**src/rtl/mem_arbiter_pkg.sv**
```systemverilog
// mem_arbiter_pkg: shared constants for the memory arbiter slice.
//   port_e       requester IDs (NONE/IF/LD/ST)
//   S_*          arbiter FSM state codes
//   SIZE_*       access size codes carried on mem_size
//   IO_*         address bits that select the UART/IO region
//   mem_cmd_t    payload presented downstream on a grant
package mem_arbiter_pkg;

    typedef enum logic [1:0] {
        PORT_NONE = 2'd0,
        PORT_IF   = 2'd1,
        PORT_LD   = 2'd2,
        PORT_ST   = 2'd3
    } port_e;

    localparam logic [1:0] S_IDLE  = 2'd0;
    localparam logic [1:0] S_BUSY  = 2'd1;
    localparam logic [1:0] S_DRAIN = 2'd2;

    localparam logic [2:0] SIZE_NONE = 3'd0;
    localparam logic [2:0] SIZE_B    = 3'd1;
    localparam logic [2:0] SIZE_H    = 3'd2;
    localparam logic [2:0] SIZE_W    = 3'd4;

    localparam int unsigned IO_BIT_HI = 17;
    localparam int unsigned IO_BIT_LO = 16;
    localparam logic [1:0]  IO_REGION = 2'b11;

    typedef struct packed {
        logic [31:0] addr;
        logic [2:0]  size;
        logic        we;
        logic        sgn;
        logic [31:0] wdata;
    } mem_cmd_t;

    function automatic logic in_io_region(input logic [31:0] addr);
        return addr[IO_BIT_HI:IO_BIT_LO] == IO_REGION;
    endfunction

endpackage

```
**src/rtl/mem_arbiter_if.sv**
```systemverilog
// mem_arbiter_if: bundles the request ports, downstream memory port and
// sideband inputs of mem_arbiter.
//   slave  - arbiter view: takes requests/mem responses, drives done/rdata/mem_*
//   master - environment view (core + memory model): the reverse directions
interface mem_arbiter_if;
    logic        flush;
    logic        io_buffer_full;

    logic        if_req;
    logic [31:0] if_addr;
    logic        if_done;

    logic        ld_req;
    logic [31:0] ld_addr;
    logic [2:0]  ld_size;
    logic        ld_signed;
    logic        ld_done;

    logic        st_req;
    logic [31:0] st_addr;
    logic [2:0]  st_size;
    logic [31:0] st_data;
    logic        st_done;

    logic [31:0] rdata;

    logic        mem_req;
    logic        mem_we;
    logic [31:0] mem_addr;
    logic [2:0]  mem_size;
    logic        mem_signed;
    logic [31:0] mem_wdata;
    logic        mem_done;
    logic [31:0] mem_rdata;

    modport slave (
        input  flush, io_buffer_full,
        input  if_req, if_addr,
        input  ld_req, ld_addr, ld_size, ld_signed,
        input  st_req, st_addr, st_size, st_data,
        input  mem_done, mem_rdata,
        output if_done, ld_done, st_done, rdata,
        output mem_req, mem_we, mem_addr, mem_size, mem_signed, mem_wdata
    );

    modport master (
        output flush, io_buffer_full,
        output if_req, if_addr,
        output ld_req, ld_addr, ld_size, ld_signed,
        output st_req, st_addr, st_size, st_data,
        output mem_done, mem_rdata,
        input  if_done, ld_done, st_done, rdata,
        input  mem_req, mem_we, mem_addr, mem_size, mem_signed, mem_wdata
    );
endinterface

```
**src/rtl/mem_arbiter_arb_pick.sv**
```systemverilog
// arb_pick: combinational eligibility + priority picker.
//   st_pend_i/ld_pend_i/if_pend_i  pending flags
//   st_io_i      pending store targets the IO region
//   io_full_i    UART buffer full (blocks IO-region stores only)
//   flush_i      kills fetch/load candidates this cycle
//   force_if_i   starvation override: fetch wins if eligible
//   grant_o      chosen port, PORT_NONE when nothing is eligible
module arb_pick
    import mem_arbiter_pkg::*;
(
    input  logic  st_pend_i,
    input  logic  st_io_i,
    input  logic  io_full_i,
    input  logic  ld_pend_i,
    input  logic  if_pend_i,
    input  logic  flush_i,
    input  logic  force_if_i,
    output port_e grant_o
);
    logic st_ok;
    logic ld_ok;
    logic if_ok;

    assign st_ok = st_pend_i && !(st_io_i && io_full_i);
    assign ld_ok = ld_pend_i && !flush_i;
    assign if_ok = if_pend_i && !flush_i;

    always_comb begin
        grant_o = PORT_NONE;
        if (force_if_i && if_ok) begin
            grant_o = PORT_IF;
        end else if (st_ok) begin
            grant_o = PORT_ST;
        end else if (ld_ok) begin
            grant_o = PORT_LD;
        end else if (if_ok) begin
            grant_o = PORT_IF;
        end
    end
endmodule

```
**src/rtl/mem_arbiter.sv**
```systemverilog
// mem_arbiter: single-outstanding arbiter of fetch, load and store requests
// onto one downstream memory port.
//   clk, rst  clock, synchronous active-high reset
//   rdy       global enable; all state holds while low
//   bus       mem_arbiter_if.slave: request ports (if_/ld_/st_), done pulses,
//             rdata, flush, io_buffer_full and the downstream mem_* port
// Build option: define STARVE_GUARD_EN to force a fetch grant after four
// consecutive store/load grants taken while a fetch was waiting.
module mem_arbiter
    import mem_arbiter_pkg::*;
(
    input logic          clk,
    input logic          rst,
    input logic          rdy,
    mem_arbiter_if.slave bus
);
    logic [1:0]  state_q,     state_d;
    port_e       owner_q,     owner_d;
    mem_cmd_t    cmd_q,       cmd_d;
    logic        mem_req_q,   mem_req_d;
    logic [31:0] rdata_q,     rdata_d;
    logic        if_done_q,   if_done_d;
    logic        ld_done_q,   ld_done_d;
    logic        st_done_q,   st_done_d;

    logic        if_pend_q,   if_pend_d;
    logic [31:0] if_addr_q,   if_addr_d;
    logic        ld_pend_q,   ld_pend_d;
    logic [31:0] ld_addr_q,   ld_addr_d;
    logic [2:0]  ld_size_q,   ld_size_d;
    logic        ld_signed_q, ld_signed_d;
    logic        st_pend_q,   st_pend_d;
    logic [31:0] st_addr_q,   st_addr_d;
    logic [2:0]  st_size_q,   st_size_d;
    logic [31:0] st_data_q,   st_data_d;

    port_e       grant;
    logic        force_if;
    logic        st_io;

    assign st_io = in_io_region(st_addr_q);

    arb_pick u_pick (
        .st_pend_i  (st_pend_q),
        .st_io_i    (st_io),
        .io_full_i  (bus.io_buffer_full),
        .ld_pend_i  (ld_pend_q),
        .if_pend_i  (if_pend_q),
        .flush_i    (bus.flush),
        .force_if_i (force_if),
        .grant_o    (grant)
    );

`ifdef STARVE_GUARD_EN
    logic [2:0] starve_q, starve_d;

    assign force_if = (starve_q == 3'd4);

    always_comb begin
        starve_d = starve_q;
        if (bus.flush) begin
            starve_d = '0;
        end else if (state_q == S_IDLE) begin
            if (grant == PORT_IF) begin
                starve_d = '0;
            end else if ((grant == PORT_LD || grant == PORT_ST) && if_pend_q
                         && starve_q != 3'd4) begin
                starve_d = starve_q + 3'd1;
            end
        end
    end

    always_ff @(posedge clk) begin
        if (rst) begin
            starve_q <= '0;
        end else if (rdy) begin
            starve_q <= starve_d;
        end
    end
`else
    assign force_if = 1'b0;
`endif

    always_comb begin
        state_d     = state_q;
        owner_d     = owner_q;
        cmd_d       = cmd_q;
        rdata_d     = rdata_q;
        mem_req_d   = 1'b0;
        if_done_d   = 1'b0;
        ld_done_d   = 1'b0;
        st_done_d   = 1'b0;
        if_pend_d   = if_pend_q;
        if_addr_d   = if_addr_q;
        ld_pend_d   = ld_pend_q;
        ld_addr_d   = ld_addr_q;
        ld_size_d   = ld_size_q;
        ld_signed_d = ld_signed_q;
        st_pend_d   = st_pend_q;
        st_addr_d   = st_addr_q;
        st_size_d   = st_size_q;
        st_data_d   = st_data_q;

        case (state_q)
            S_IDLE: begin
                if (grant != PORT_NONE) begin
                    mem_req_d = 1'b1;
                    owner_d   = grant;
                    state_d   = S_BUSY;
                    cmd_d     = '0;
                    case (grant)
                        PORT_ST: begin
                            cmd_d.addr  = st_addr_q;
                            cmd_d.size  = st_size_q;
                            cmd_d.we    = 1'b1;
                            cmd_d.wdata = st_data_q;
                            st_pend_d   = 1'b0;
                        end
                        PORT_LD: begin
                            cmd_d.addr = ld_addr_q;
                            cmd_d.size = ld_size_q;
                            cmd_d.sgn  = ld_signed_q;
                            ld_pend_d  = 1'b0;
                        end
                        default: begin
                            cmd_d.addr = if_addr_q;
                            cmd_d.size = SIZE_W;
                            if_pend_d  = 1'b0;
                        end
                    endcase
                end
            end
            S_BUSY: begin
                // A flushed fetch/load that completes on the flush edge needs no drain.
                if (bus.flush && owner_q != PORT_ST) begin
                    state_d = bus.mem_done ? S_IDLE : S_DRAIN;
                end else if (bus.mem_done) begin
                    rdata_d   = bus.mem_rdata;
                    if_done_d = (owner_q == PORT_IF);
                    ld_done_d = (owner_q == PORT_LD);
                    st_done_d = (owner_q == PORT_ST);
                    state_d   = S_IDLE;
                end
            end
            S_DRAIN: begin
                if (bus.mem_done) begin
                    state_d = S_IDLE;
                end
            end
            default: begin
                state_d = S_IDLE;
            end
        endcase

        // Applied after the grant clear so a same-edge request re-arms its port.
        if (bus.flush) begin
            if_pend_d = 1'b0;
            ld_pend_d = 1'b0;
        end
        if (bus.if_req && !bus.flush) begin
            if_pend_d = 1'b1;
            if_addr_d = bus.if_addr;
        end
        if (bus.ld_req && !bus.flush) begin
            ld_pend_d   = 1'b1;
            ld_addr_d   = bus.ld_addr;
            ld_size_d   = bus.ld_size;
            ld_signed_d = bus.ld_signed;
        end
        if (bus.st_req) begin
            st_pend_d = 1'b1;
            st_addr_d = bus.st_addr;
            st_size_d = bus.st_size;
            st_data_d = bus.st_data;
        end
    end

    always_ff @(posedge clk) begin
        if (rst) begin
            state_q     <= S_IDLE;
            owner_q     <= PORT_NONE;
            cmd_q       <= '0;
            mem_req_q   <= 1'b0;
            rdata_q     <= '0;
            if_done_q   <= 1'b0;
            ld_done_q   <= 1'b0;
            st_done_q   <= 1'b0;
            if_pend_q   <= 1'b0;
            if_addr_q   <= '0;
            ld_pend_q   <= 1'b0;
            ld_addr_q   <= '0;
            ld_size_q   <= '0;
            ld_signed_q <= 1'b0;
            st_pend_q   <= 1'b0;
            st_addr_q   <= '0;
            st_size_q   <= '0;
            st_data_q   <= '0;
        end else if (rdy) begin
            state_q     <= state_d;
            owner_q     <= owner_d;
            cmd_q       <= cmd_d;
            mem_req_q   <= mem_req_d;
            rdata_q     <= rdata_d;
            if_done_q   <= if_done_d;
            ld_done_q   <= ld_done_d;
            st_done_q   <= st_done_d;
            if_pend_q   <= if_pend_d;
            if_addr_q   <= if_addr_d;
            ld_pend_q   <= ld_pend_d;
            ld_addr_q   <= ld_addr_d;
            ld_size_q   <= ld_size_d;
            ld_signed_q <= ld_signed_d;
            st_pend_q   <= st_pend_d;
            st_addr_q   <= st_addr_d;
            st_size_q   <= st_size_d;
            st_data_q   <= st_data_d;
        end
    end

    assign bus.mem_req    = mem_req_q;
    assign bus.mem_we     = cmd_q.we;
    assign bus.mem_addr   = cmd_q.addr;
    assign bus.mem_size   = cmd_q.size;
    assign bus.mem_signed = cmd_q.sgn;
    assign bus.mem_wdata  = cmd_q.wdata;
    assign bus.rdata      = rdata_q;
    assign bus.if_done    = if_done_q;
    assign bus.ld_done    = ld_done_q;
    assign bus.st_done    = st_done_q;
endmodule

```
**src/flat_wrapper.sv**
```systemverilog
// flat-port wrapper written by rule: the top's interface ports become plain ports
module mem_arbiter_flat import mem_arbiter_pkg::*;
  (clk, rst, rdy, bus_flush, bus_io_buffer_full, bus_if_req, bus_if_addr, bus_ld_req, bus_ld_addr, bus_ld_size, bus_ld_signed, bus_st_req, bus_st_addr, bus_st_size, bus_st_data, bus_mem_done, bus_mem_rdata, bus_if_done, bus_ld_done, bus_st_done, bus_rdata, bus_mem_req, bus_mem_we, bus_mem_addr, bus_mem_size, bus_mem_signed, bus_mem_wdata);
  mem_arbiter_if bus_i ();
  input logic clk;
  input logic rst;
  input logic rdy;
  input wire logic [$bits(bus_i.flush)-1:0] bus_flush;
  input wire logic [$bits(bus_i.io_buffer_full)-1:0] bus_io_buffer_full;
  input wire logic [$bits(bus_i.if_req)-1:0] bus_if_req;
  input wire logic [$bits(bus_i.if_addr)-1:0] bus_if_addr;
  input wire logic [$bits(bus_i.ld_req)-1:0] bus_ld_req;
  input wire logic [$bits(bus_i.ld_addr)-1:0] bus_ld_addr;
  input wire logic [$bits(bus_i.ld_size)-1:0] bus_ld_size;
  input wire logic [$bits(bus_i.ld_signed)-1:0] bus_ld_signed;
  input wire logic [$bits(bus_i.st_req)-1:0] bus_st_req;
  input wire logic [$bits(bus_i.st_addr)-1:0] bus_st_addr;
  input wire logic [$bits(bus_i.st_size)-1:0] bus_st_size;
  input wire logic [$bits(bus_i.st_data)-1:0] bus_st_data;
  input wire logic [$bits(bus_i.mem_done)-1:0] bus_mem_done;
  input wire logic [$bits(bus_i.mem_rdata)-1:0] bus_mem_rdata;
  output wire logic [$bits(bus_i.if_done)-1:0] bus_if_done;
  output wire logic [$bits(bus_i.ld_done)-1:0] bus_ld_done;
  output wire logic [$bits(bus_i.st_done)-1:0] bus_st_done;
  output wire logic [$bits(bus_i.rdata)-1:0] bus_rdata;
  output wire logic [$bits(bus_i.mem_req)-1:0] bus_mem_req;
  output wire logic [$bits(bus_i.mem_we)-1:0] bus_mem_we;
  output wire logic [$bits(bus_i.mem_addr)-1:0] bus_mem_addr;
  output wire logic [$bits(bus_i.mem_size)-1:0] bus_mem_size;
  output wire logic [$bits(bus_i.mem_signed)-1:0] bus_mem_signed;
  output wire logic [$bits(bus_i.mem_wdata)-1:0] bus_mem_wdata;
  assign bus_i.flush = bus_flush;
  assign bus_i.io_buffer_full = bus_io_buffer_full;
  assign bus_i.if_req = bus_if_req;
  assign bus_i.if_addr = bus_if_addr;
  assign bus_i.ld_req = bus_ld_req;
  assign bus_i.ld_addr = bus_ld_addr;
  assign bus_i.ld_size = bus_ld_size;
  assign bus_i.ld_signed = bus_ld_signed;
  assign bus_i.st_req = bus_st_req;
  assign bus_i.st_addr = bus_st_addr;
  assign bus_i.st_size = bus_st_size;
  assign bus_i.st_data = bus_st_data;
  assign bus_i.mem_done = bus_mem_done;
  assign bus_i.mem_rdata = bus_mem_rdata;
  assign bus_if_done = bus_i.if_done;
  assign bus_ld_done = bus_i.ld_done;
  assign bus_st_done = bus_i.st_done;
  assign bus_rdata = bus_i.rdata;
  assign bus_mem_req = bus_i.mem_req;
  assign bus_mem_we = bus_i.mem_we;
  assign bus_mem_addr = bus_i.mem_addr;
  assign bus_mem_size = bus_i.mem_size;
  assign bus_mem_signed = bus_i.mem_signed;
  assign bus_mem_wdata = bus_i.mem_wdata;
  mem_arbiter u_core (.clk(clk), .rst(rst), .rdy(rdy), .bus(bus_i));
endmodule
```
**config.mk**
```make
export PLATFORM = sky130hd
export DESIGN_NAME = mem_arbiter_flat
export DESIGN_NICKNAME = d
export VERILOG_FILES = /design/src/rtl/mem_arbiter_pkg.sv /design/src/rtl/mem_arbiter_if.sv /design/src/rtl/mem_arbiter_arb_pick.sv /design/src/rtl/mem_arbiter.sv /design/src/flat_wrapper.sv
export SDC_FILE = /design/constraint.sdc
export NUM_CORES = 1
export LEC_CHECK = 0
export ABC_AREA = 1
export BUFFER_PORTS_ARGS = -buffer_cell sky130_fd_sc_hd__buf_4
export CORE_MARGIN = 4
export CORE_UTILIZATION = 47
export DETAILED_ROUTE_END_ITERATION = 12
export HOLD_SLACK_MARGIN = 0.12
export PLACE_DENSITY = 0.76
export SKIP_LAST_GASP = 1
export SYNTH_ARGS = -nofsm -noshare
export SYNTH_HDL_FRONTEND = slang
export SYNTH_HIERARCHICAL = 1
export SYNTH_SLANG_ARGS = --single-unit
export TNS_END_PERCENT = 20
```
**constraint.sdc**
```tcl
create_clock -name clk -period 1.6 [get_ports clk]
set_clock_uncertainty 0.05 [all_clocks]
set_input_delay 0.24 -clock clk [delete_from_list [all_inputs] [get_ports clk]]
set_output_delay 0.24 -clock clk [all_outputs]
set_load 0.02 [all_outputs]
```
-- Yosys cells after proc, flatten, opt, wreduce, memory -nomap -nowiden
Cells that the tools add are included.
- flip-flop bits (word level): 247
- output and inout port bits: 105
- logic and storage cells: 100
- eq/ne operators: 11
- muxes and demuxes: 37
- bitwise logic cells: 1
- reductions and logical operators: 29
- operators with widths (cell ; number):
    $pmux 35 s2 ; 1
    $mux 32 ; 1
    $mux 1 ; 28
    $reduce_and 4->1 ; 4
    $reduce_bool 3->1 ; 5
    $eq 2x2->1 const B ; 6
    $mux 2 ; 6
    $reduce_and 2->1 ; 4
    $reduce_bool 2->1 ; 4
    $logic_and 1x1->1 ; 7
    $pmux 2 s3 ; 1
    $eq 2x1->1 const B ; 2
    $ne 3x1->1 const B ; 1
    $reduce_and 3->1 ; 1
    $logic_not 1->1 ; 2
    $logic_not 2->1 ; 1
    $ne 2x1->1 const B ; 1
    $ne 2x2->1 const B ; 1
    $reduce_or 2->1 ; 1
    $not 1->1 ; 1

-- Logic depth before layout (Yosys ltp)
Gate-level depths: netlist (run 1).
- depth in word-level cells: 12
- gate-level depth with buffers: 14
- mapped depth without buffers: 14

-- Modules after synthesis
The synthesis (run 1) kept the hierarchy.
- by module, submodules not included (module ; times used ; cells an instance ; area each (um^2)):
    mem_arbiter ; 1 ; 1363 ; 9679.3
    arb_pick ; 1 ; 13 ; 52.6

-- Worst setup path before layout (run 1)
No wires, ideal clock.
- path kind: register -> register
- start: reg u_core.st_addr_q[17]
- end: reg u_core.cmd_q, in the netlist u_core/bus.mem_wdata[31]
- setup time: 0.070 ns
- arrival: 1.454 ns
- required time: 1.480 ns
- slack: 0.025 ns
- stages on the path, launching flop included: 15
- path buffers: 2
- clock period less this slack: 1.575 ns
- path through: dfxtp_1 nand2_1 inv_1 nand2_1 nand2_1 nand2_1 nand2_1 inv_1 inv_2 nand2_1 nand3_2 buf_4 buf_2 nand2_1 a21oi_1
- word-level cells in the longest chain between the ends: 7
- elaborated cells between the ends (all ways): 9
- classes of those cells: eq/ne: 2; mux: 2; reduce/logical: 5
- ends and longest elaborated chain (what ; line ; text):
    start, declared ; mem_arbiter.sv:33 ; logic [31:0] st_addr_q, st_addr_d;
    start signal, assigned ; mem_arbiter.sv:214 ; st_addr_q <= st_addr_d;
    $eq 2x2->1 * ; mem_arbiter_pkg.sv:38 ; return addr[IO_BIT_HI:IO_BIT_LO] == IO_REGION;
    via u_core.st_io ; mem_arbiter.sv:39 ; logic st_io;
    $logic_and 1x1->1 * ; mem_arbiter_arb_pick.sv:24 ; assign st_ok = st_pend_i && !(st_io_i && io_full_i);
    $logic_not 1->1 * ; mem_arbiter_arb_pick.sv:24 ;
    $logic_and 1x1->1 * ; mem_arbiter_arb_pick.sv:24 ;
    $mux 2 * ; mem_arbiter_arb_pick.sv:32 ; end else if (st_ok) begin
    via u_core.grant[1] ; mem_arbiter.sv:37 ; port_e grant;
    $eq 2x2->1 / $reduce_bool 2->1 (equally long branches) ; mem_arbiter.sv:111, mem_arbiter.sv:106 ;
    $mux 32 / $reduce_and 3->1 (equally long branches) ; n/a ;
    end signal, assigned ; mem_arbiter.sv:201 ; cmd_q <= cmd_d;
    end, declared ; mem_arbiter.sv:19 ; mem_cmd_t cmd_q, cmd_d;
The timed path passes the listed nets; every way through them passes the cells marked *.
A chain may end at the register's enable or synchronous reset.

-- Final worst setup path (run 1)
- start: reg u_core.st_addr_q[17]
- end: reg u_core.cmd_q, in the netlist u_core/bus.mem_addr[14]
- word-level cells in the longest chain between the ends: 7
- elaborated cells between the ends (all ways): 10
- classes of those cells: eq/ne: 3; mux: 2; reduce/logical: 5
- ends and longest elaborated chain (what ; line):
    $eq 2x2->1 * ; mem_arbiter_pkg.sv:38
    via u_core.st_io ; mem_arbiter.sv:39
    $logic_and 1x1->1 * ; mem_arbiter_arb_pick.sv:24
    $logic_not 1->1 * ; mem_arbiter_arb_pick.sv:24
    $logic_and 1x1->1 * ; mem_arbiter_arb_pick.sv:24
    $mux 2 * ; mem_arbiter_arb_pick.sv:32
    via u_core.grant[1] ; mem_arbiter.sv:37
    $eq 2x2->1 / $reduce_bool 2->1 (equally long branches) ; mem_arbiter.sv:111, mem_arbiter.sv:106
    $pmux 35 s2 / $reduce_and 3->1 (equally long branches) ; n/a
Marks and branches as above.

==> results.sh, run 1 <==
export IMPL_synth_largest_type_area_fraction=0.5081
export IMPL_post_route_drc_count=0
export IMPL_worst_path_stages=16
export IMPL_fin_crit_sh=1.139
export IMPL_timing_critical_path_arrival_ns=2.18
export IMPL_min_delay_path_depth=7
export IMPL_timing_final_ws_setup_ns=-0.2222
export IMPL_detailroute_via_count=10892
export IMPL_synth_ff_type="dfxtp_1"
export IMPL_synth_common_cells="nand2_1 (306), dfxtp_1 (247), nor2_1 (241)"
export IMPL_status="finished, violations left"
export IMPL_final_hold_violation_count=0
export IMPL_finalWorstPathRequiredPeriod_ns=1.822
export IMPL_avgViaCountPerCell=5.150
export IMPL_synthesis_instances=1376
export IMPL_finalWeightedCongestion=0.8302
export IMPL_antenna_found_initial=1
export IMPL_preCtsSetupSlack_ns=-0.2462
export IMPL_cpMostUsedCell="nand2_2"
export IMPL_worst_path_max_delay_cell="dfxtp_2"
export IMPL_grt_start_max_net_pins=82
export IMPL_ys_seq_elements=247
export IMPL_cts_root_to_sink_buffers=3
export IMPL_failed_checks="negative setup slack"
export IMPL_setup_worst_path_class="reg -> reg"
export IMPL_worst_path_largest_cell_delay_ns=0.32
export IMPL_grt_pass1_wl_microns=54530
export IMPL_later_pin_clock_latency_in_the_skew_report_ns=0.51
export IMPL_critPathTopFamily="buffers and inverters"
export IMPL_syn2layout_area_growth_pct=58.69
export IMPL_power_ir_vdd_worst_mv=0.7251
export IMPL_synthesis_yosys_warnings=6
export IMPL_worst_endpoint_required_ns=1.96
export IMPL_maxCapViolCount=0
export IMPL_crit_path_end_kind="flip-flop"
export IMPL_holdCritStartpoint="bus_flush"
export IMPL_grt_util_all_layers=0.2811
export IMPL_layout_nets=2000
export IMPL_clock_tree_from_tritoncts="built"
export IMPL_floorplan_core_area_sq_um=20300
export IMPL_synth_area_leaders="dfxtp_1 (51%), nand2_1 (12%), nor2_1 (9.3%), a21oi_1 (7.5%), o21ai_0 (7.0%)"
export IMPL_reg2reg_depth=16
export IMPL_chipHeight_microns=151.9
export IMPL_critPathMaxFanout=8
export IMPL_async_set_or_reset_flop_fraction_in_the_synthesized_netlist=0
export IMPL_h_tree_level_count=1
export IMPL_top_level_ports=281
export IMPL_drt_antenna_violating_nets=0
export IMPL_timing_final_max_slew_violations=0
export IMPL_grt_ovfl_total=0
export IMPL_grt_setup_unrepaired="yes"
export IMPL_worst_setup_hold_path_clk_slew_ns=0.06
export IMPL_timing_critical_path_from_type="flip-flop"
export IMPL_timing_critical_path_buf_inv=7
export IMPL_post_route_cells_drive_above_1_share=0.2533
export IMPL_critical_path_reg2reg_startpoint="u_core/st_addr_q[17]"
export IMPL_first_global_vias=10875
export IMPL_clock_tree_root_cell="clkbuf_16"
export IMPL_firstDrtPassIters=5
export IMPL_setup_viol=71
export IMPL_floorplan_rows=52
export IMPL_crit_start="u_core/st_addr_q[17]"
export IMPL_synth_area_sq_um=9732
export IMPL_dp_hpwl_microns=19160
export IMPL_synth_edff_count=0
export IMPL_cellLeakagePower_nw=6.711
export IMPL_detail_route_wl_per_cell_microns=16.59
export IMPL_postSynthAreaPerCell_sq_um=7.073
export IMPL_crit_chain="nand2_2 > inv_2 > nand2_2 > nand2_2 > nand2_2 > nand2_2 > inv_2 > buf_6 > inv_8 > nand2_4 > nand3_4 > buf_12 > buf_16 > clkbuf_16 > nor2_2 > nor2_2"
export IMPL_seq_area_frac_synth=0.5081
export IMPL_floorplan_die_area_sq_um=23070
export IMPL_max_clock_freq_mhz=548.8
export IMPL_cts_made_buffers=27
export IMPL_post_synth_top_area_cell="dfxtp_1"
export IMPL_floorplan_die_width_microns=151.9
export IMPL_synthDistinctLibCells=22
export IMPL_synthMostInstantiatedCell="nand2_1"
export IMPL_routed_wl_microns=35090
export IMPL_power_density_cell_area_nw_per_um2=988.5
export IMPL_detailedRoute_firstIterationViolations=841
export IMPL_worst_hold_path_type="in -> reg"
export IMPL_setup_tns_final_ns=-9.518
export IMPL_initial_utilization=0.4794
export IMPL_buffer_ports_inserted=280
export IMPL_clock_sinks=247
worst min-delay path, stage by stage:
cell and delay [ns]:
buf_4 0.11, buf_4 0.10, nand2_1 0.04, inv_1 0.06
nor2_1 0.04, nand2_1 0.05, a21oi_1 0.05
layer usage:
metal / vias up / part of all wire / global-route usage
met2: 524 / 0.49 / 0.4807
met5: - / 0 / 0
met4: 0 / 0.059 / 0.1665
met1: 4994 / 0.38 / 0.3324
met3: 148 / 0.066 / 0.04636
li1: 5226 / - / -
power breakdown:
group          internal, mW  total [mW]  switching [mW]
combinational          1.28        2.62            1.35
sequential             6.47        6.63           0.160
clock                  3.64        6.02            2.38
total                  11.4        15.3            3.89
what timing repair did:
item                                   4_1_cts  5_1_grt
hold buffers                               169        0
setup buffers                                8        0
resized for setup                           62       41
gates cloned                                 6        4
pin swaps                                   25       21
setup endpoints to repair                   71       75
endpoints found under the hold margin      170        0
placed cells by master, fill, tap and decap left out, drive strengths merged:
cell type    netlist  final
clkbuf            50     47
nand4              3      3
o21ai            138    138
nor2             246    247
diode              0      1
dfxtp            247    247
clkinv             1      5
nand3             73     73
a21oi            145    145
conb               1      2
nand3b             1      1
nor3               1      1
o211ai             1      1
nand2            306    306
inv              119    119
buf               44    339
dlygate4sd3        0    169
bufinv             0      1
area by class of cell:
cell class / instances / area [sq um]
sequential: 247 / 4947
fill: 1437 / 4856
timing repair buffer: 511 / 4609
multi-input combinational: 917 / 4217
clock buffer: 44 / 819.5
inverter: 120 / 460.4
tap: 270 / 337.8
clock inverter: 5 / 50.05
antenna: 1 / 2.502
metrics by stage:
| step | cell area [sq um] | util | hold WS (ns) | power (mW) | cells |
|---|---|---|---|---|---|
| finish | 15440 | 0.7608 | 0.1867 | 15.27 | 2115 |
| global route | 15440 | 0.7608 | 0.2152 | 15.83 | 2115 |
| CTS | 15240 | 0.7506 | 0.1666 | 15.13 | 2110 |
| detailed placement | 12290 | 0.6056 | 0.3852 | 8.635 | 1880 |
| global placement | 12290 | 0.6056 | 0.3818 | 8.595 | 1880 |
| floorplan | 9736 | - | 0.3544 | 7.749 | 1377 |
kinds of logic (layout without fill, tap and decap cells):
group                  after synthesis  in the layout  share of synthesized area
flip-flops                         247            247                     0.5081
AO/OA/AOI/OAI                      284            284                     0.1463
AND/OR/NAND/NOR                    630            631                     0.2565
buffers and inverters              214            680                    0.08871
other                                1              3                  0.0003853
registers in the layout, summed over array words and instances (netlist names), 2 cells and up:
signal	count
u_core/if_addr_q	32
u_core/bus.mem_size	3
u_core/ld_size_q	3
u_core/ld_addr_q	32
u_core/st_size_q	3
u_core/st_data_q	32
u_core/bus.mem_wdata	32
u_core/state_q	2
u_core/bus.rdata	32
u_core/owner_q	2
u_core/st_addr_q	32
u_core/bus.mem_addr	32
worst paths after layout:
check                             to  slack [ns]
max          u_core/bus.mem_addr[14]       -0.22
min                 u_core/if_pend_q        0.19
max reg2reg  u_core/bus.mem_addr[14]       -0.22
min reg2reg     u_core/if_addr_q[18]        0.40
No activity file was read; power rests on OpenSTA's default activity.
==> inputs of run 2 (changes only) <==
- PLACE_DENSITY: 0.76 -> not set
- PLACE_DENSITY_LB_ADDON: not set -> 0.12
==> run 2 against run 1 <==
Compared with the run above:
- the run still ends with negative setup slack left
- hold slack got worse by 0.0095 ns
- sequential share of layout area increased by 0.81 points
- non-clock buffer count decreased by 7
- global-route usage decreased by 1.8 points
- largest cell class unchanged
- highest routed layer unchanged
==> results.sh, run 2 (synthesis gave the netlist of run 1 again) <==
export IMPL_clock_tree_from_tritoncts="built"
export IMPL_post_layout_nonfiller_instances=2103
export IMPL_tightestPinTransition_ns=0.8513
export IMPL_grt_setup_unrepaired="yes"
export IMPL_firstDrtPassIters=4
export IMPL_final_hold_violation_count=0
export IMPL_first_global_vias=10267
export IMPL_timing_final_max_slew_violations=0
export IMPL_crit_path_end_kind="flip-flop"
export IMPL_grt_ovfl_total=0
export IMPL_post_route_drc_count=0
export IMPL_power_density_cell_area_nw_per_um2=986.8
export IMPL_antenna_found_initial=1
export IMPL_worst_setup_hold_path_clk_slew_ns=0.06
export IMPL_clock_tree_root_cell="clkbuf_16"
export IMPL_slew_limit_headroom=0.4325
export IMPL_worst_hold_path_type="in -> reg"
export IMPL_clock_sinks=247
export IMPL_floorplan_rows=52
export IMPL_detailroute_via_count=10303
export IMPL_post_route_cells_drive_above_1_share=0.2145
export IMPL_grt_pass1_wl_microns=51250
export IMPL_dp_cells=1877
export IMPL_finalWeightedCongestion=0.8032
export IMPL_post_route_cell_area_sq_um=15060
export IMPL_dp_hpwl_microns=18170
export IMPL_setup_tns_final_ns=-3.495
export IMPL_post_route_util=0.7419
export IMPL_finalWorstPathRequiredPeriod_ns=1.712
export IMPL_cts_root_to_sink_buffers=3
export IMPL_maxCapViolCount=0
export IMPL_worst_hold_slack_ns=0.1772
export IMPL_min_delay_path_depth=5
export IMPL_grt_util_all_layers=0.2628
export IMPL_timing_critical_path_arrival_ns=2.11
export IMPL_detail_route_wl_per_cell_microns=15.03
export IMPL_buffer_ports_inserted=280
export IMPL_reg2reg_depth=15
export IMPL_floorplan_die_area_sq_um=23070
export IMPL_avgViaCountPerCell=4.899
export IMPL_setup_worst_path_class="reg -> reg"
export IMPL_nFillCells=1593
export IMPL_cts_made_buffers=26
export IMPL_final_common_cell="buf_4"
export IMPL_timing_critical_path_from_type="flip-flop"
export IMPL_cellLeakagePower_nw=6.577
export IMPL_drt_antenna_violating_nets=0
export IMPL_status="finished, violations left"
export IMPL_later_pin_clock_latency_in_the_skew_report_ns=0.52
export IMPL_setup_viol=70
export IMPL_floorplan_core_area_sq_um=20300
export IMPL_syn2layout_area_growth_pct=54.76
export IMPL_top_level_ports=281
export IMPL_critPathMaxFanout=26
export IMPL_worst_endpoint_required_ns=2.00
export IMPL_layout_common_cells="buf_4 (312), nand2_1 (303), dfxtp_1 (245)"
export IMPL_placed_area_sq_um=12300
export IMPL_routed_wl_microns=31610
export IMPL_grt_start_max_net_pins=91
export IMPL_floorplan_die_width_microns=151.9
export IMPL_chipHeight_microns=151.9
export IMPL_layout_nets=1992
export IMPL_failed_checks="negative setup slack"
export IMPL_detailedRoute_firstIterationViolations=584
export IMPL_power_total_mw=14.86
export IMPL_h_tree_level_count=1
export IMPL_preCtsSetupSlack_ns=-0.3387
export IMPL_fin_crit_sh=1.070
export IMPL_initial_utilization=0.4794
export IMPL_power_ir_vdd_worst_mv=0.7420
export IMPL_timing_final_ws_setup_ns=-0.1123
export IMPL_max_clock_freq_mhz=584.0
run 2: layout make-up:
type                            instances  area, sq um  area share
Multi-Input combinational cell        917         3979      0.2642
Inverter                              120        457.9     0.03041
Timing Repair Buffer                  504         4499      0.2987
Clock inverter                          6        60.06    0.003988
Clock buffer                           38        777.0     0.05159
Sequential cell                       247         4947      0.3285
Antenna cell                            1        2.502   0.0001662
Tap cell                              270        337.8     0.02243
run 2: power breakdown:
group | internal [mW] | switching [mW] | total, mW
Combinational | 1.18 | 1.19 | 2.37
Clock | 3.50 | 2.38 | 5.87
Sequential | 6.46 | 0.149 | 6.61
Total | 11.1 | 3.72 | 14.9
run 2: worst paths after layout:
check	slack, ns	from	endpoint
setup / recovery	-0.11	u_core/st_addr_q[17]	u_core/bus.mem_addr[11]
setup reg to reg	-0.11	u_core/st_addr_q[17]	u_core/bus.mem_addr[11]
hold / removal	0.18	bus_flush	u_core/if_pend_q
hold reg to reg	0.39	u_core/if_addr_q[21]	u_core/if_addr_q[21]
run 2: layer usage:
| layer | share of wire | wire length [microns] | vias to the layer above | GRT usage |
|---|---|---|---|---|
| met1 | 0.42 | 13390 | 4687 | 0.3320 |
| met3 | 0.067 | 2118 | 57 | 0.05063 |
| met4 | 0.025 | 792 | 0 | 0.08219 |
| met5 | 0 | 0 | - | 0 |
| li1 | - | - | 5201 | - |
| met2 | 0.48 | 15310 | 358 | 0.4553 |
run 2: timing repair:
item	in CTS	in global routing
pin swaps	6	3
gates resized for setup	15	4
hold buffers	170	0
buffers inserted	6	0
gates cloned	4	1
hold endpoints to repair	171	0
endpoints found under the setup margin	69	72
run 2: worst max-delay path: stages (launching register included):
cell,delay (ns)
dfxtp_2,0.31
nand2_1,0.06
inv_1,0.03
nand2_1,0.07
nand2_1,0.08
nand2_1,0.06
nand2_1,0.07
inv_2,0.09
inv_2,0.05
buf_4,0.15
nor2_4,0.12
buf_12,0.20
nand2_1,0.07
nand3_1,0.06
nor2_1,0.05
nor2_1,0.12
==> inputs of run 3 (changes only) <==
- BUFFER_PORTS_ARGS: -buffer_cell sky130_fd_sc_hd__buf_4 -> not set
- CORE_MARGIN: 4 -> 5
- CORE_UTILIZATION: 47 -> 50
- DONT_BUFFER_PORTS: not set -> 1
- GPL_TIMING_DRIVEN: not set -> 0
==> run 3 against run 2 <==
Compared with the run above:
- the run still ends with negative setup slack left
- die area shrank 3.1%
- critical path type unchanged
- largest power group unchanged
- register-to-register slack lost 0.08 ns
- critical endpoint is now u_core/bus.mem_addr[10]
- setup slack got worse by 0.079 ns
- sequential share of layout area rose by 3.6 points
- wire length increased by 1.5%
- non-clock buffer count fell by 214
- critical path depth is 1 higher
- via count is 6.0% lower
==> results.sh, run 3 (synthesis gave the netlist of run 1 again) <==
export IMPL_status="finished, violations left"
export IMPL_failed_checks="negative setup slack"
export IMPL_initial_utilization=0.5033
export IMPL_detailedRoute_firstIterationViolations=580
export IMPL_power_density_cell_area_nw_per_um2=1108
export IMPL_floorplan_die_width_microns=149.5
export IMPL_tightestPinTransition_ns=0.5837
export IMPL_timing_critical_path_arrival_ns=2.20
export IMPL_drt_antenna_violating_nets=0
export IMPL_grt_start_max_net_pins=15
export IMPL_pwr_share_clk=0.417
export IMPL_worst_endpoint_required_ns=2.01
export IMPL_grt_ovfl_total=0
export IMPL_crit_path_end_kind="flip-flop"
export IMPL_preCtsSetupSlack_ns=-0.7420
export IMPL_timing_critical_path_from_type="flip-flop"
export IMPL_worst_path_largest_cell_delay_ns=0.33
export IMPL_post_route_drc_count=0
export IMPL_n_antenna_cell=0
export IMPL_h_tree_level_count=1
export IMPL_grt_util_all_layers=0.2708
export IMPL_max_clock_freq_mhz=558.3
export IMPL_floorplan_core_area_sq_um=19330
export IMPL_top_level_ports=281
export IMPL_finalWeightedCongestion=0.8122
export IMPL_cts_root_to_sink_buffers=3
export IMPL_later_pin_clock_latency_in_the_skew_report_ns=0.52
export IMPL_timing_final_ws_setup_ns=-0.1913
export IMPL_worst_hold_path_type="in -> reg"
export IMPL_worst_setup_hold_path_clk_slew_ns=0.06
export IMPL_antenna_found_initial=0
export IMPL_setup_tns_final_ns=-8.364
export IMPL_firstDrtPassIters=5
export IMPL_post_route_cells_drive_above_1_share=0.1221
export IMPL_final_common_cell="nand2_1"
export IMPL_cts_made_buffers=26
export IMPL_cpMostUsedCell="nand2_2"
export IMPL_switching_power_mw=3.868
export IMPL_detailroute_via_count=9681
export IMPL_critPathMaxFanout=5
export IMPL_clock_tree_from_tritoncts="built"
export IMPL_setup_worst_path_class="reg -> reg"
export IMPL_cellLeakagePower_nw=5.512
export IMPL_buffer_ports_inserted=0
export IMPL_timing_final_max_slew_violations=0
export IMPL_detail_route_wl_per_cell_microns=17.01
export IMPL_clock_tree_root_cell="clkbuf_16"
export IMPL_seq_power_share=0.449
export IMPL_power_ir_vdd_worst_mv=0.7880
export IMPL_routed_wl_microns=32080
export IMPL_holdCritStartpoint="rdy"
export IMPL_switching_share=0.2570
export IMPL_clock_sinks=247
export IMPL_maxCapViolCount=0
export IMPL_crit_start="u_core/st_addr_q[17]"
export IMPL_final_hold_violation_count=0
export IMPL_critical_path_reg2reg_startpoint="u_core/st_addr_q[17]"
export IMPL_p_int_mw=11.18
export IMPL_first_global_vias=9580
export IMPL_worst_path_max_delay_cell="dfxtp_2"
export IMPL_grt_setup_unrepaired="yes"
export IMPL_layout_nets=1777
export IMPL_comb_power_share=0.133
export IMPL_setup_viol=71
export IMPL_chipHeight_microns=149.5
export IMPL_finalWorstPathRequiredPeriod_ns=1.791
export IMPL_floorplan_rows=51
export IMPL_syn2layout_area_growth_pct=39.61
export IMPL_dp_hpwl_microns=20650
export IMPL_crit_chain="nand2_2 > inv_2 > nand2_2 > nand2_2 > nand2_2 > nand2_2 > inv_4 > inv_6 > buf_6 > nor2_4 > clkbuf_16 > buf_8 > nand2_1 > nand3_2 > nor2_1 > nor2_1"
export IMPL_grt_pass1_wl_microns=48990
export IMPL_avgViaCountPerCell=5.133
export IMPL_layout_common_cells="nand2_1 (283), dfxtp_1 (245), nor2_1 (218)"
export IMPL_floorplan_die_area_sq_um=22350
export IMPL_slew_limit_headroom=0.6108
export IMPL_fin_crit_sh=1.120
[run 3: cell count changes in the layout (fill, tap and decap cells not counted), moves of 9 or more]
cell      delta
clkbuf_1    +39
nand3_2     +19
nor2_4      +12
nor2_1      -21
nand3_1     -19
buf_6        +9
buf_2       +20
nand2_2     +18
nand2_1     -20
buf_4      -299
buf_12       -9
[run 3: final cells by class]
class / count / area [sq um]
Fill cell: 1615 / 5748
Sequential cell: 247 / 4947
Multi-Input combinational cell: 916 / 4253
Timing Repair Buffer: 197 / 2052
Clock buffer: 34 / 752.0
Buffer: 93 / 633.1
Inverter: 120 / 465.4
Tap cell: 265 / 331.6
Clock inverter: 14 / 152.6
[run 3: timing repair]
| action | 4_1_cts | 5_1_grt |
|---|---|---|
| endpoints found under the hold margin | 171 | 0 |
| setup buffers | 19 | 0 |
| pin swaps | 11 | 18 |
| resized for setup | 119 | 56 |
| setup endpoints to repair | 72 | 104 |
| hold buffers | 172 | 0 |
| gates cloned | 4 | 2 |
[run 3: power groups by stage]
stage	logic (mW)	clock network [mW]	registers [mW]
2_1_floorplan	0.913	0	6.84
3_3_place_gp	1.19	0	6.88
3_5_place_dp	1.21	0	6.89
4_1_cts	1.88	6.37	6.76
5_1_grt	2.20	6.66	6.79
6_report	2.01	6.28	6.76
[run 3: through the flow]
| stage | area (sq um) | utilization | power [mW] | hold WS, ns | cells |
|---|---|---|---|---|---|
| after detailed placement | 10070 | 0.5207 | 8.103 | 0.3628 | 1642 |
| after global routing | 13590 | 0.7027 | 15.66 | 0.2117 | 1886 |
| after global placement | 10070 | 0.5207 | 8.070 | 0.3576 | 1642 |
| after CTS | 13350 | 0.6903 | 15.02 | 0.1679 | 1884 |
| final | 13590 | 0.7027 | 15.05 | 0.1828 | 1886 |
| after floorplan | 9736 | - | 7.749 | 0.3544 | 1377 |
[run 3: critical path: cells and delay by family (launching register included)]
family | cells | cell delay, ns
buffers and inverters | 6 | 0.59
flip-flops | 1 | 0.33
AND/OR/NAND/NOR | 10 | 0.75
[run 3: layer usage]
layer | wire (microns) | vias to the layer above | part of all wire | track usage
met5 | 0 | - | 0 | 0
met3 | 2569 | 59 | 0.080 | 0.06451
li1 | - | 4783 | - | -
met2 | 15040 | 358 | 0.47 | 0.4532
met1 | 13660 | 4481 | 0.43 | 0.3476
met4 | 815 | 0 | 0.025 | 0.08375
[run 3: final timing paths]
check / end / slack [ns] / depth (start not counted)
setup / recovery: u_core/bus.mem_addr[10] / -0.19 / 16
hold reg to reg: u_core/if_addr_q[0] / 0.39 / 2
setup reg to reg: u_core/bus.mem_addr[10] / -0.19 / 16
hold / removal: u_core/bus.rdata[30] / 0.18 / 5
